==> src/rtl/wb_stage.sv <==
// ---------------------------------------------------------------------------
// wb_stage -- writeback stage of the pipeline.
//
// Holds the MEM/WB pipeline register and drives the decode stage's
// register-file write port. Each retired instruction produces exactly one
// write-enable pulse, including when the pipeline is frozen while the SRAM
// is not ready. It also keeps bring-up counters for retired instructions
// and for register writes.
//
// Ports
//   clk, rst        rising-edge clock, asynchronous active-high reset
//   freeze          pipeline hold; the MEM/WB entry keeps its contents
//   mem_valid       MEM stage holds a real instruction (0 = bubble)
//   mem_wb_en       instruction writes a register
//   mem_r_en        instruction is a load (value comes from memory)
//   mem_alu_result  ALU result / effective address
//   mem_read_data   memory read data
//   mem_dest        destination register index
//   WB_WB_EN        register-file write enable (one cycle per instruction)
//   WB_WB_value     write data (load data or ALU result)
//   WB_WB_dest      write index, also used for forwarding
//   wb_valid        entry holds a valid instruction
//   retired_count   valid instructions retired (wraps)
//   write_count     register writes issued (wraps)
// ---------------------------------------------------------------------------
module wb_stage #(
   parameter int DATA_W       = 32,
   parameter int REG_ADDR_W   = 4,
   parameter int COUNT_W      = 16,
   parameter int SUPPRESS_R15 = 1
) (
   input  logic                  clk,
   input  logic                  rst,
   input  logic                  freeze,
   input  logic                  mem_valid,
   input  logic                  mem_wb_en,
   input  logic                  mem_r_en,
   input  logic [DATA_W-1:0]     mem_alu_result,
   input  logic [DATA_W-1:0]     mem_read_data,
   input  logic [REG_ADDR_W-1:0] mem_dest,
   output logic                  WB_WB_EN,
   output logic [DATA_W-1:0]     WB_WB_value,
   output logic [REG_ADDR_W-1:0] WB_WB_dest,
   output logic                  wb_valid,
   output logic [COUNT_W-1:0]    retired_count,
   output logic [COUNT_W-1:0]    write_count
);

   // NEW is the single cycle in which an entry retires and writes; DONE marks
   // a frozen entry that has already been written and must not write again.
   typedef enum logic [1:0] {
      ST_EMPTY = 2'd0,
      ST_NEW   = 2'd1,
      ST_DONE  = 2'd2
   } wb_state_e;

   wb_state_e               state_r;
   logic                    entry_wb_en_r;
   logic                    entry_r_en_r;
   logic [DATA_W-1:0]       entry_alu_r;
   logic [DATA_W-1:0]       entry_rdata_r;
   logic [REG_ADDR_W-1:0]   entry_dest_r;
   logic [COUNT_W-1:0]      retired_count_r;
   logic [COUNT_W-1:0]      write_count_r;
   logic                    dest_is_pc_s;
   logic                    wb_en_s;
   logic                    retire_s;

   // MEM/WB entry register and writeback FSM.
   always_ff @(posedge clk or posedge rst) begin
      if (rst) begin
         state_r       <= ST_EMPTY;
         entry_wb_en_r <= 1'b0;
         entry_r_en_r  <= 1'b0;
         entry_alu_r   <= {DATA_W{1'b0}};
         entry_rdata_r <= {DATA_W{1'b0}};
         entry_dest_r  <= {REG_ADDR_W{1'b0}};
      end else if (!freeze) begin
         // Write enable of a bubble is meaningless, so it is masked on load.
         entry_wb_en_r <= mem_valid & mem_wb_en;
         entry_r_en_r  <= mem_r_en;
         entry_alu_r   <= mem_alu_result;
         entry_rdata_r <= mem_read_data;
         entry_dest_r  <= mem_dest;
         state_r       <= mem_valid ? ST_NEW : ST_EMPTY;
      end else begin
         case (state_r)
            ST_EMPTY: state_r <= ST_EMPTY;
            ST_NEW:   state_r <= ST_DONE;
            ST_DONE:  state_r <= ST_DONE;
            default:  state_r <= ST_EMPTY;
         endcase
      end
   end

   // Write-enable decode; R15 writes can be dropped while still retiring.
   always_comb begin
      dest_is_pc_s = 1'b0;
      wb_en_s      = 1'b0;
      retire_s     = 1'b0;
      if ((SUPPRESS_R15 != 0) && (entry_dest_r == {REG_ADDR_W{1'b1}})) begin
         dest_is_pc_s = 1'b1;
      end else begin
         dest_is_pc_s = 1'b0;
      end
      if (state_r == ST_NEW) begin
         retire_s = 1'b1;
         wb_en_s  = entry_wb_en_r & ~dest_is_pc_s;
      end else begin
         retire_s = 1'b0;
         wb_en_s  = 1'b0;
      end
   end

   // Bring-up counters; both wrap silently.
   always_ff @(posedge clk or posedge rst) begin
      if (rst) begin
         retired_count_r <= {COUNT_W{1'b0}};
         write_count_r   <= {COUNT_W{1'b0}};
      end else if (retire_s) begin
         retired_count_r <= retired_count_r + {{(COUNT_W-1){1'b0}}, 1'b1};
         write_count_r   <= write_count_r + {{(COUNT_W-1){1'b0}}, wb_en_s};
      end else begin
         retired_count_r <= retired_count_r;
         write_count_r   <= write_count_r;
      end
   end

   assign WB_WB_EN      = wb_en_s;
   assign WB_WB_value   = entry_r_en_r ? entry_rdata_r : entry_alu_r;
   assign WB_WB_dest    = entry_dest_r;
   assign wb_valid      = (state_r != ST_EMPTY);
   assign retired_count = retired_count_r;
   assign write_count   = write_count_r;

endmodule
==> config.mk <==
export PLATFORM = sky130hd
export DESIGN_NAME = wb_stage
export DESIGN_NICKNAME = d
export VERILOG_FILES = /design/src/rtl/wb_stage.sv
export SDC_FILE = /design/constraint.sdc
export NUM_CORES = 1
export LEC_CHECK = 0
export ABC_AREA = 1
export CORE_MARGIN = 2
export CORE_UTILIZATION = 43
export DETAILED_ROUTE_END_ITERATION = 12
export GPL_TIMING_DRIVEN = 0
export PLACE_DENSITY = 0.77
export SYNTH_ARGS = -nofsm -noshare
export SYNTH_HDL_FRONTEND = slang
export SYNTH_SLANG_ARGS = --single-unit
==> constraint.sdc <==
create_clock -name clk -period 3.3 [get_ports clk]
set_input_delay 0.66 -clock clk [delete_from_list [all_inputs] [get_ports clk]]
set_output_delay 0.66 -clock clk [all_outputs]
set_load 0.01 [all_outputs]
# After elaboration in Yosys (flattened, before gate mapping)
# Index checks and enable logic that the tools add are counted.
# Widths: inputs -> output; s select.
# word_totals
out_inout_bits	70
wordCells	25
register_bits	104
in_bits	74
# classes
n_mux	7
n_eq_ne	3
n_bitwise	3
addsub	2
n_reduce_logical	2
# op_table
op	n
$mux 32	1
$add 16x1->16	1
$add 16x1->16 const B	1
$eq 4x4->1 const B	1
$mux 1	4
$mux 2	2
$and 1x1->1	2
$eq 2x1->1 const B	1
$eq 2x2->1 const B	1
$reduce_bool 2->1	1
$reduce_or 2->1	1
$not 1->1	1

# Longest topological paths before layout
# logic_depth
ltp_word	6
ltp_mapped	13
depth_no_buf	12

# Worst setup path after synthesis
# No wires, ideal clock.
# synth_timing
path_kind	register -> register
startpoint	register state_r[1]
endpoint	register write_count_r[12] (netlist: write_count[12])
required_ns	3.177
path_slack_ns	1.165
setup_time_ns	0.123
path_buffers	1
arrival_time_ns	2.012
stages_incl_launch_ff	13
period_less_slack_ns	2.135
cell_sequence	dfrtp_1 -> inv_1 -> ha_1 -> buf_6 -> nand2_1 -> a41oi_1 -> ha_1 -> ha_1 -> nand3_4 -> nor2_4 -> nand2_1 -> o21ai_0 -> nand2_1
# synth_via
elab_chain_cells	3
word_cells_on_any_way	4
classes_between	add/sub (1); eq/ne (1); mux (2)
# synth_rtl
item	line	source
start, declared	57	wb_state_e state_r;
start signal, assigned	85	state_r <= mem_valid ? ST_NEW : ST_EMPTY;
$eq 2x1->1	106	if (state_r == ST_NEW) begin
$mux 1	106	
named net WB_WB_EN	41	output logic WB_WB_EN,
$add 16x1->16	122	write_count_r <= write_count_r + {{(COUNT_W-1){1'b0}}, wb_en_s};
end signal, assigned	119	write_count_r <= {COUNT_W{1'b0}};
end signal, assigned	122	
end signal, assigned	125	write_count_r <= write_count_r;
end, declared	64	logic [COUNT_W-1:0] write_count_r;
# The timed path passes the listed nets, and every way through them passes these cells.
# A chain may end at the register's enable or synchronous reset.

# Worst setup path in the final report
# layout_timing
startpoint	register entry_r_en_r
endpoint	output port WB_WB_value[9]
# layout_via
elab_chain_cells	1
# layout_rtl
item	line	source
start, declared	59	logic entry_r_en_r;
start signal, assigned	81	entry_r_en_r <= mem_r_en;
$mux 32	130	assign WB_WB_value = entry_r_en_r ? entry_rdata_r : entry_alu_r;
end, declared	42	output logic [DATA_W-1:0] WB_WB_value,
# Every way passes these cells.

==> impl_metrics.csv <==
group,metric,value,unit
detailed_routing,vias,4162,
floorplanning,core-area,10800,um^2
grt,gr-total-overflow,0,
yosys,ys_seq_area_frac,0.546,
hold_path,hp-class,"reg2reg",
cts,h-tree-depth,3,
cts,clock_latency,360,ps
sta,max_freq,363,MHz
sta,tightest_slew,751,ps
yosys,synthTopCellsByCount,"224 x nand2_1, 104 x dfrtp_1, 61 x o21ai_0",
grt,grt.total_usage,0.207,
cts,cts_sinks,104,
sta,final_max_slew_viol_count,0,
cts,cts-root-buf,"clkbuf_8",
cts,cts_buffers,9,
cts,cts-resized-gates,0,
yosys,synth_top_area_frac,0.546,
placement,pre_cts_slack,932,ps
layout,drive_gt1_frac,0.0711,
detailed_routing,postRouteAntennaNets,0,
detailed_routing,totalWireLength,11.6,mm
grt,grt_pass1_vias,4274,
detailed_routing,avgViaCountPerCell,4.86,
setup_path,worstPathArrival,2100,ps
yosys,synth_edf_count,0,
yosys,syn_inst,556,
setup_path,worstSetupStartpointType,"flip-flop",
yosys,synth_seq_cells,104,
layout,num_antenna_cells,0,
detailed_routing,drc,0,
yosys,synth_area_leaders,"dfrtp_1 55%, nand2_1 18%, o21ai_0 6.4%",
sta,tns,0,ps
yosys,syn_area,4770,um^2
sta,rsz0062_at_grt,"false",
grt,grtUsageMet3,0.0611,
job,cap_violations,0,
grt,antenna_found_initial,0,
setup_path,worstPathCellList,"buf_2, clkbuf_1, nand2_1, o21ai_0, clkdlybuf4s50_1",
grt,use_met2,0.345,
grt,grt_busiest_layer,"met2",
cts,ctsHoldBuffers,0,
floorplanning,fp.dieH,109,um
floorplanning,io_pins,144,
yosys,yosysWarnings,0,
detailed_routing,first_iter_violations,233,
detailed_routing,route.detailed.wl_per_inst,13.6,um
power_and_ir_drop,ir_drop,315,uV
yosys,yosysMostFrequentCell,"nand2_1",
run_status,status,"finished, final reports clean",
placement,dp_hpwl,8.80,mm
cts,cts_tree,"built",
grt,grt_pass1_wl,19.5,mm
placement,io_buffers,143,
detailed_routing,firstDrtPassIters,5,
layout,final_util,0.613,
setup_path,end_kind,"output pin",
floorplanning,dieArea,12000,um^2
sta,slew_headroom,0.498,
yosys,yosysTopAreaCell,"dfrtp_1",
sta,skew,10.1,ps
sta,period_minus_slack,2760,ps
sta,fin_ws,542,ps
grt,met1_usage,0.265,
sta,hold_viol,0,
yosys,synth_nets,635,
power_and_ir_drop,leakagePower,3.19,nW
layout,syn2layout_area_growth,39.3,%
yosys,ys.flop_type,"dfrtp_1",
setup_path,critPathMaxStageDelay,590,ps
setup_path,slowest_stage,"clkdlybuf4s50_1",
sta,whs,490,ps
cts,post_cts_buffers,0,
placement,gp_congestion,0.857,
sta,setup_viol,0,
cts,path_clk_slew,90,ps
floorplanning,rows,38,
power_and_ir_drop,power_density,453,nW/um^2
yosys,synthArstFlopShare,1.00,
setup_path,path_class,"reg2out",
yosys,synth_area_per_cell,8.58,um^2
sta,finalCritPeriodShare,0.836,
cts,clk_path_buf_depth,2,
layout,fin_nets,791,
setup_path,worstPathRequired,2640,ps
yosys,synth.distinct_cells,28,
floorplanning,die_x,109,um
floorplanning,start_util,0.440,
grt,grt_max_degree,44,
setup_path,worstPathMaxFanout,10,
## worst max-delay path: cells and delay by family (launching register included)
family / cells / cell delay [ps]
flip-flops: 1 / 350
AND/OR/NAND/NOR: 1 / 100
AO/OA/AOI/OAI: 1 / 120
buffers and inverters: 3 / 1180
## cell type report
cell class,instances,area (um^2)
Multi-Input combinational cell,370,1840
Timing Repair Buffer,145,1470
Sequential cell,104,2600
Clock inverter,4,77.6
Inverter,59,225
Fill cell,916,4200
Tap cell,140,175
Clock buffer,12,145
Buffer,23,108
## through the flow
step           std cells  instance area (um^2)  total power, W
3_5_place_dp         841                  6420         0.00217
5_1_grt              857                  6640         0.00318
2_1_floorplan        556                  4770         0.00178
6_report             857                  6640         0.00301
4_1_cts              857                  6640         0.00304
3_3_place_gp         839                  6380         0.00213
## worst paths after layout
path,depth (start not counted),start,to,slack (ps)
worst max-delay path,5,entry_r_en_r$_DFFE_PP0N_,WB_WB_value[9],540
worst min-delay path,2,entry_rdata_r[31]$_DFFE_PP0N_,entry_rdata_r[31]$_DFFE_PP0N_,490
worst max register to register,12,state_r[1]$_DFF_PP0_,write_count[12]$_DFFE_PP0N_,1030
worst min register to register,2,entry_rdata_r[31]$_DFFE_PP0N_,entry_rdata_r[31]$_DFFE_PP0N_,490
max in group asynchronous,3,rst,entry_alu_r[13]$_DFFE_PP0N_,1870
min in group asynchronous,2,rst,retired_count[11]$_DFFE_PP0N_,760
## metal layers
layer	wire [um]	share of wire	up-vias
li1	-	-	2027
met1	5090	0.44	1986
met2	5590	0.48	141
met3	891	0.076	8
met4	76	0.0065	0
met5	0	0	-
## where the power goes
part / switching (W) / internal, W
logic: 0.000304 / 0.000347
registers: 0.0000949 / 0.00139
clock network: 0.000422 / 0.000452
## sequential cells by signal, summed over array words and instances (netlist names)
signal	flops
entry_alu_r	32
entry_rdata_r	32
retired_count	16
write_count	16
WB_WB_dest	4
state_r	2
entry_r_en_r	1
entry_wb_en_r	1
## cell families (layout without fill, tap and decap cells)
group                    after synthesis  count (layout)  share of synthesized area
AO/OA/AOI/OAI                         68              68                     0.0729
XOR/XNOR                              20              20                     0.0383
adder cells (fa/ha/maj)                5               5                     0.0131
buffers and inverters                 82             243                     0.0690
flip-flops                           104             104                      0.546
multiplexers                           3               3                    0.00708
AND/OR/NAND/NOR                      274             274                      0.254
## placed cells by master (no fill, tap or decap), types with 6 or more instances in the layout
master	instances
nor2_1	11
clkbuf_8	10
o21ai_0	61
xor2_1	14
nand3_1	10
nand4_1	6
nor2_4	8
clkbuf_1	13
inv_1	57
buf_2	11
clkdlybuf4s50_1	143
dfrtp_1	104
nand2_1	224
No activity file was read; power rests on OpenSTA's default activity.
